===== src/rtl/calc_pkg.sv =====
// Key codes, key map and scanner state shared by the keypad scanner and the operation block.
// Pure declarations: no clock, no latency, no flow control.
package calc_pkg;

    localparam logic [3:0] ADD      = 4'hC;
    localparam logic [3:0] SUB      = 4'hB;
    localparam logic [3:0] IGUAL    = 4'hD;
    localparam logic [3:0] RECOVERY = 4'hE;
    localparam logic [3:0] SAVE     = 4'hF;
    localparam logic [3:0] RESERVED = 4'hA;

    typedef enum logic [1:0] {
        IDLE,
        DEBOUNCE,
        PRESSED,
        RELEASE
    } scan_state_t;

    // idx = row*4 + col
    function automatic logic [3:0] key_map(input logic [3:0] idx);
        logic [3:0] code;
        case (idx)
            4'd0:    code = 4'd1;
            4'd1:    code = 4'd2;
            4'd2:    code = 4'd3;
            4'd3:    code = ADD;
            4'd4:    code = 4'd4;
            4'd5:    code = 4'd5;
            4'd6:    code = 4'd6;
            4'd7:    code = SUB;
            4'd8:    code = 4'd7;
            4'd9:    code = 4'd8;
            4'd10:   code = 4'd9;
            4'd11:   code = IGUAL;
            4'd12:   code = RECOVERY;
            4'd13:   code = 4'd0;
            4'd14:   code = SAVE;
            default: code = RESERVED;
        endcase
        return code;
    endfunction

endpackage


===== src/rtl/row_sync.sv =====
// Two-flop synchroniser for the asynchronous active-low keypad rows; 2-cycle latency.
// Free-running, no flow control; resets to all rows inactive.
module row_sync (
    input  logic       clk,
    input  logic       reset,
    input  logic [3:0] d,
    output logic [3:0] q
);

    logic [3:0] meta;

    always_ff @(posedge clk) begin
        if (reset) begin
            meta <= 4'hF;
            q    <= 4'hF;
        end else begin
            meta <= d;
            q    <= meta;
        end
    end

endmodule


===== src/rtl/keypad_scanner.sv =====
// 4x4 keypad scan, debounce and key-code mapping; one ready pulse per debounced press,
// registered one cycle after the end-of-scan evaluation. No backpressure: consumer must take every pulse.
module keypad_scanner
    import calc_pkg::*;
#(
    parameter int SCAN_DIV       = 50000,
    parameter int DEBOUNCE_SCANS = 5
) (
    input  logic       clk,
    input  logic       reset,
    input  logic [3:0] row_n,
    output logic [3:0] col_n,
    output logic [3:0] tecla,
    output logic       ready,
    output logic       key_held
);

    localparam int DW = (SCAN_DIV > 1) ? $clog2(SCAN_DIV) : 1;
    localparam int CW = $clog2(DEBOUNCE_SCANS + 1);
    localparam logic [DW-1:0] DWELL_LAST = DW'(SCAN_DIV - 1);
    localparam logic [CW-1:0] CNT_DONE   = CW'(DEBOUNCE_SCANS);
    localparam logic [CW-1:0] CNT_ONE    = CW'(1);

    logic [3:0]    row_s;
    logic [DW-1:0] dwell;
    logic [1:0]    col;
    logic [15:0]   hits;
    logic [15:0]   scan_vec;
    logic          col_end;
    logic          scan_end;
    logic [4:0]    n_hits;
    logic [3:0]    hit_idx;
    logic          is_none;
    logic          is_key;

    scan_state_t   state, state_n;
    logic [3:0]    cand, cand_n;
    logic [CW-1:0] cnt, cnt_n, cnt_inc;
    logic [3:0]    tecla_n;
    logic          ready_n;
    logic          key_held_n;
    logic          accept;

    row_sync u_row_sync (
        .clk   (clk),
        .reset (reset),
        .d     (row_n),
        .q     (row_s)
    );

    assign col_end  = (dwell == DWELL_LAST);
    assign scan_end = col_end && (col == 2'd3);

    // Current column's synced rows merged into the hit map of the scan in progress.
    always_comb begin
        scan_vec = hits;
        for (int r = 0; r < 4; r++) begin
            scan_vec[r*4 + int'(col)] = ~row_s[r];
        end
    end

    always_ff @(posedge clk) begin
        if (reset) begin
            dwell <= '0;
            col   <= 2'd0;
            col_n <= 4'b1110;
            hits  <= '0;
        end else if (col_end) begin
            dwell <= '0;
            col   <= col + 2'd1;
            col_n <= ~(4'b0001 << (col + 2'd1));
            hits  <= scan_vec;
        end else begin
            dwell <= dwell + DW'(1);
        end
    end

    always_comb begin
        n_hits  = '0;
        hit_idx = '0;
        for (int i = 0; i < 16; i++) begin
            if (scan_vec[i]) begin
                n_hits  = n_hits + 5'd1;
                hit_idx = 4'(i);
            end
        end
    end

    assign is_none = (n_hits == 5'd0);
    assign is_key  = (n_hits == 5'd1);
    assign cnt_inc = (cnt == CNT_DONE) ? cnt : cnt + CNT_ONE;

    always_ff @(posedge clk) begin
        if (reset) begin
            state    <= IDLE;
            cand     <= '0;
            cnt      <= '0;
            tecla    <= 4'h0;
            ready    <= 1'b0;
            key_held <= 1'b0;
        end else begin
            state    <= state_n;
            cand     <= cand_n;
            cnt      <= cnt_n;
            tecla    <= tecla_n;
            ready    <= ready_n;
            key_held <= key_held_n;
        end
    end

    always_comb begin
        state_n    = state;
        cand_n     = cand;
        cnt_n      = cnt;
        tecla_n    = tecla;
        ready_n    = 1'b0;
        key_held_n = key_held;
        accept     = 1'b0;
        if (scan_end) begin
            case (state)
                IDLE: begin
                    if (is_key) begin
                        cand_n = hit_idx;
                        cnt_n  = CNT_ONE;
                        if (CNT_ONE >= CNT_DONE) begin
                            accept = 1'b1;
                        end else begin
                            state_n = DEBOUNCE;
                        end
                    end
                end
                DEBOUNCE: begin
                    if (is_key && hit_idx == cand) begin
                        cnt_n = cnt_inc;
                        if (cnt_inc == CNT_DONE) begin
                            accept = 1'b1;
                        end
                    end else if (is_key) begin
                        cand_n = hit_idx;
                        cnt_n  = CNT_ONE;
                    end else begin
                        state_n = IDLE;
                        cnt_n   = '0;
                    end
                end
                PRESSED: begin
                    if (is_none) begin
                        if (CNT_ONE >= CNT_DONE) begin
                            state_n    = IDLE;
                            cnt_n      = '0;
                            key_held_n = 1'b0;
                        end else begin
                            state_n = RELEASE;
                            cnt_n   = CNT_ONE;
                        end
                    end
                end
                RELEASE: begin
                    if (is_none) begin
                        cnt_n = cnt_inc;
                        if (cnt_inc == CNT_DONE) begin
                            state_n    = IDLE;
                            cnt_n      = '0;
                            key_held_n = 1'b0;
                        end
                    end else begin
                        state_n = PRESSED;
                        cnt_n   = '0;
                    end
                end
            endcase
        end
        if (accept) begin
            state_n    = PRESSED;
            tecla_n    = key_map(cand_n);
            ready_n    = 1'b1;
            key_held_n = 1'b1;
        end
    end

endmodule


===== config.mk =====
export PLATFORM = sky130hd
export DESIGN_NAME = keypad_scanner
export DESIGN_NICKNAME = d
export VERILOG_FILES = /design/src/rtl/calc_pkg.sv /design/src/rtl/row_sync.sv /design/src/rtl/keypad_scanner.sv
export SDC_FILE = /design/constraint.sdc
export NUM_CORES = 1
export LEC_CHECK = 0
export ABC_AREA = 1
export CAP_MARGIN = 20
export CORE_AREA = 2 2 97 99
export CTS_CLUSTER_SIZE = 14
export DETAILED_ROUTE_END_ITERATION = 16
export DIE_AREA = 0 0 99 101
export PLACE_DENSITY = 0.76
export SYNTH_ARGS = -nofsm -noshare
export SYNTH_HDL_FRONTEND = slang
export SYNTH_HIERARCHICAL = 1
export SYNTH_SLANG_ARGS = --single-unit

===== constraint.sdc =====
create_clock -name clk -period 10.2 [get_ports clk]
set_input_delay 1.02 -clock clk [delete_from_list [all_inputs] [get_ports clk]]
set_output_delay 1.02 -clock clk [all_outputs]
set_load 0.02 [all_outputs]

==> impl_summary.md <==
Run status
The flow ran to the end, and the final reports show no timing, DRC or antenna violations.

Layout
The area growth from synthesis to layout is 20.3%. Once layout is done, the placed cells without fillers occupy 0.00596 mm2. The share of cells above drive strength 1 is 22.8%.

Leaving out fill and tap cells, the most frequent cells in the layout are sky130_fd_sc_hd__nand2_1 (180), sky130_fd_sc_hd__inv_1 (118), sky130_fd_sc_hd__nand3_1 (75). 0 antenna diodes ended up in the layout. Leaving out fill and tap cells, the most frequent cell in the layout is sky130_fd_sc_hd__nand2_1. The number of fill cells is 773.

The core occupancy in the finished layout is around 66%. The number of nets in the layout is 883.

Placement
The half-perimeter wire length of the detailed placement result is approximately 8.4 mm. Routability-driven placement finished with a final weighted congestion of 0.883. The number of port buffers is 15. In this run the cell area measured after placement is 0.00539 mm2. The setup slack after placement is -0.335 ns.

Setup path
The reg-to-reg critical path endpoint is tecla[2]. The setup slack on the worst flop-to-flop path is 0.27 ns. The worst path arrival time is 10.22 ns.

The library cell appearing most often on the critical path is sky130_fd_sc_hd__nand2_2. The sort of element at the end of the critical path is a flop. The buffers plus inverters on the worst setup path is 12. At the worst endpoint, the required time is ~10 ns. The slowest cell on the critical path is sky130_fd_sc_hd__dfxtp_4. The kind of launch point of the worst setup path is a flop.

The startpoint identified for the worst register-to-register timing path is col[0]. Counting cells, the worst reg-to-reg path comes to 69. The stage delay of the slowest cell on the critical path is approximately 0.38 ns. Of all nets on the critical path, the largest fanout is 6.

The setup path with the least slack is of type reg -> reg. In this design, the largest share of critical-path delay is due to simple AND/OR/NAND/NOR gates.

Synth
In this run, synthesis produced a sequential element count of 61. The register area share after synthesis is around a quarter. In this run, distinct cell masters in the synthesized netlist total 34.

The total of warnings raised by yosys is 6. Synthesis produced a netlist with a net count of slightly above 800. Sorting the synthesized cells by area gives the leading types as sky130_fd_sc_hd__dfxtp_1 (25%), sky130_fd_sc_hd__nand2_1 (15%), sky130_fd_sc_hd__inv_1 (9.7%).

The average instance area after synthesis is 6.22 um2. The cell area after technology mapping is a little under 0.005 mm2. The cell count after synthesis is 796. The synthesized design devotes to its leading area cell type roughly 25% of total area. Summed over all instances, the cell type with the most area after synthesis is sky130_fd_sc_hd__dfxtp_1.

Floorplanning
The die boundary height is roughly 100 um. The die area is between 0.009 and 0.01 mm2. After floorplanning, the core was divided into 35 placement rows. The placeable core region is between 0.008 and 0.009 mm2. The die is about 99 um wide. The initial standard-cell utilization of the core is between 50% and 60%. The top-level I/O count is 16.

Global routing
The via count of the first global-routing pass is 4845. The first global-routing pass estimated 19.9 mm of wire. The total overflow left after global routing is 0. The number of antenna violations at the first check in global routing is 0. Entering global routing, the biggest net connects 38 pins.

Global routing used 23.4% of the available tracks across all layers.

Route
The ratio of routed vias to standard cells is roughly 5.3. The initial detailed-routing violation count is around 240. The post-detailed-route wirelength per cell is roughly 12 um.

The detailed-router iteration count before antenna repair is 5. The final layout contains routed wiring with a total length of 11.7 mm. The post-route antenna net violation count is 0. The DRC violation count after routing is 0. Detailed routing inserted a total of between 5000 and 6000 vias.

Timing
The final clock skew is about 0.012 ns. The highest achievable clock rate is 101 MHz. The count of endpoints failing hold in the final timing report is 0.

The number of max-slew violations in the final report came to 0. The post-route clock period utilization is between 90% and 100%. The transition at the pin with the smallest max-transition slack is 0.768 ns.

The minimum period implied by the final worst setup slack is around 9.9 ns. Across all hold checks on the routed design, the worst slack comes to 0.408 ns. In the post-route analysis, the smallest setup slack over all paths is between 0.2 and 0.3 ns. Setup violations remaining at the end of the flow were counted as 0. Measured against its own limit, the worst slew margin works out to between 40% and 50%.

Clock tree
The clock insertion delay at the later pin of the skew report is ~0.34 ns. The tree is rooted in a sky130_fd_sc_hd__clkbuf_8. TritonCTS built the clock tree. The number of buffers on the longest clock path is 2. The clock-pin slew reported for the worst setup and hold paths after clock tree synthesis is 0.08 ns.

Buffers inserted during clock tree synthesis total 9. The H-tree was split into 3 levels. The clock net in this run drives a total of just over 60 sinks.

Worst hold path
The origin of the worst min-delay path is u_row_sync/meta[2]. The endpoint of the worst hold path is u_row_sync/q[2]. Counting instances, the worst hold path has a depth of 2.

The class of the tightest hold or removal check is reg -> reg.

Pwr
Summed over all cells, the static leakage comes to between 3 and 4 nW. The sequential group share of total power is 46.3%. Dividing total power by cell area gives a power density of 87.6 mW/mm2. The overall power consumption is about 0.52 mW.

The internal power of the cells totals 0.380 mW. The part of the total power dissipated in the clock network is roughly two fifths. The switching power of the nets is approximately 0.14 mW. The switching power as a share of total power is around 27%.

Per report_power, the combinational group accounts for between 10% and 20% of the total. The peak ir drop on the vdd network is 0.111 mV.

Flow run
The max-cap violation count is 0.
==> layout make-up <==
type / instances / area, um2 / share of cell area [%]
multi-input combinational: 585 / 3410 / 57.2
clock inverter: 7 / 75.1 / 1.26
timing repair buffer: 54 / 447 / 7.50
inverter: 140 / 538 / 9.03
sequential: 61 / 1230 / 20.6
clock buffer: 9 / 124 / 2.08
tap: 111 / 139 / 2.33
==> timing repair <==
item	CTS	global route
endpoints found under the hold margin	0	0
hold buffers	0	0
setup buffers	10	4
gates resized for setup	27	46
pin swaps	13	18
setup endpoints to repair	10	15
==> per-layer routing <==
metal / track usage [%] / up-vias / share of wire [%]
met5: 0 / - / 0
met2: 43.3 / 81 / 51
met4: 6.11 / 0 / 1.1
met1: 28.3 / 2379 / 45
met3: 3.19 / 14 / 2.6
li1: - / 2647 / -
==> power groups by stage <==
| stage | combinational, mW | sequential, mW | clock [mW] |
|---|---|---|---|
| after global placement | 0.0510 | 0.247 | 0 |
| after floorplan | 0.0388 | 0.247 | 0 |
| final | 0.0628 | 0.242 | 0.217 |
| after detailed placement | 0.0533 | 0.248 | 0 |
| after CTS | 0.0563 | 0.242 | 0.219 |
| after global routing | 0.0700 | 0.242 | 0.227 |
==> worst max-delay path by stage <==
stage | start | endpoint | slack, ns | depth (start not counted)
4_1_cts | col[0] | tecla[2] | 0.001 | 68
2_1_floorplan | col[0] | tecla[2] | 0.003 | 67
5_1_grt | col[0] | tecla[2] | -0.12 | 69
6_report | col[0] | tecla[2] | 0.27 | 69
3_5_place_dp | col[0] | tecla[3] | -0.34 | 68
3_3_place_gp | col[1] | tecla[0] | 0.06 | 66
==> stage by stage <==
step                TNS (ns)  instances
global route          -0.440        967
floorplan                  0        796
global placement           0        937
finish                     0        967
CTS                        0        963
detailed placement     -1.92        937
==> cell usage after synthesis <==
library cell,instances
sky130_fd_sc_hd__nor2_1,61
sky130_fd_sc_hd__dfxtp_1,61
sky130_fd_sc_hd__a31oi_1,2
sky130_fd_sc_hd__nand3_4,1
sky130_fd_sc_hd__or2_4,2
sky130_fd_sc_hd__o211ai_1,3
sky130_fd_sc_hd__nand2_2,28
sky130_fd_sc_hd__buf_4,3
sky130_fd_sc_hd__and2_1,2
sky130_fd_sc_hd__nor4_2,1
sky130_fd_sc_hd__inv_1,128
sky130_fd_sc_hd__o21ai_1,7
sky130_fd_sc_hd__clkinv_4,1
sky130_fd_sc_hd__nand3_1,77
sky130_fd_sc_hd__a21oi_1,36
sky130_fd_sc_hd__nor2_2,1
sky130_fd_sc_hd__xor2_1,10
sky130_fd_sc_hd__o21a_1,1
sky130_fd_sc_hd__nor3_2,1
sky130_fd_sc_hd__inv_2,8
sky130_fd_sc_hd__nand3b_1,8
sky130_fd_sc_hd__or2_2,8
sky130_fd_sc_hd__o21ai_0,47
sky130_fd_sc_hd__clkinv_1,3
sky130_fd_sc_hd__nor4_1,6
sky130_fd_sc_hd__o21ai_2,4
sky130_fd_sc_hd__nand4_1,8
sky130_fd_sc_hd__nand3_2,22
sky130_fd_sc_hd__ha_1,26
sky130_fd_sc_hd__nor2_8,1
sky130_fd_sc_hd__clkbuf_1,7
sky130_fd_sc_hd__nand2_1,203
sky130_fd_sc_hd__nand2_4,8
sky130_fd_sc_hd__nor3_1,11
==> sequential cells by signal, summed over array words and instances (netlist names) <==
name             cells
cand                 4
cnt                  3
col                  2
col_n                4
dwell               16
hits                16
key_held             1
ready                1
state                2
tecla                4
u_row_sync/meta      4
u_row_sync/q         4
==> worst reg2reg max path: cells and delay by family (launching register included) <==
family                     cells  cell delay (ns)
buffers and inverters         12             0.71
AOI/OAI and AO/OA              3             0.23
adders and majority gates     16             4.08
and+or+nand+nor               38             4.53
DFF                            1             0.38
==> logic make-up (layout without fill, tap and decap cells) <==
group	after synthesis	in the layout	share of synthesized area, %
flops	61	61	24.7
buf+inv	150	210	11.7
simple gates	449	449	44.6
compound gates	100	100	10.7
xor+xnor	10	10	1.77
fa+ha+maj	26	26	6.57
No activity file was read; power rests on OpenSTA's default activity.
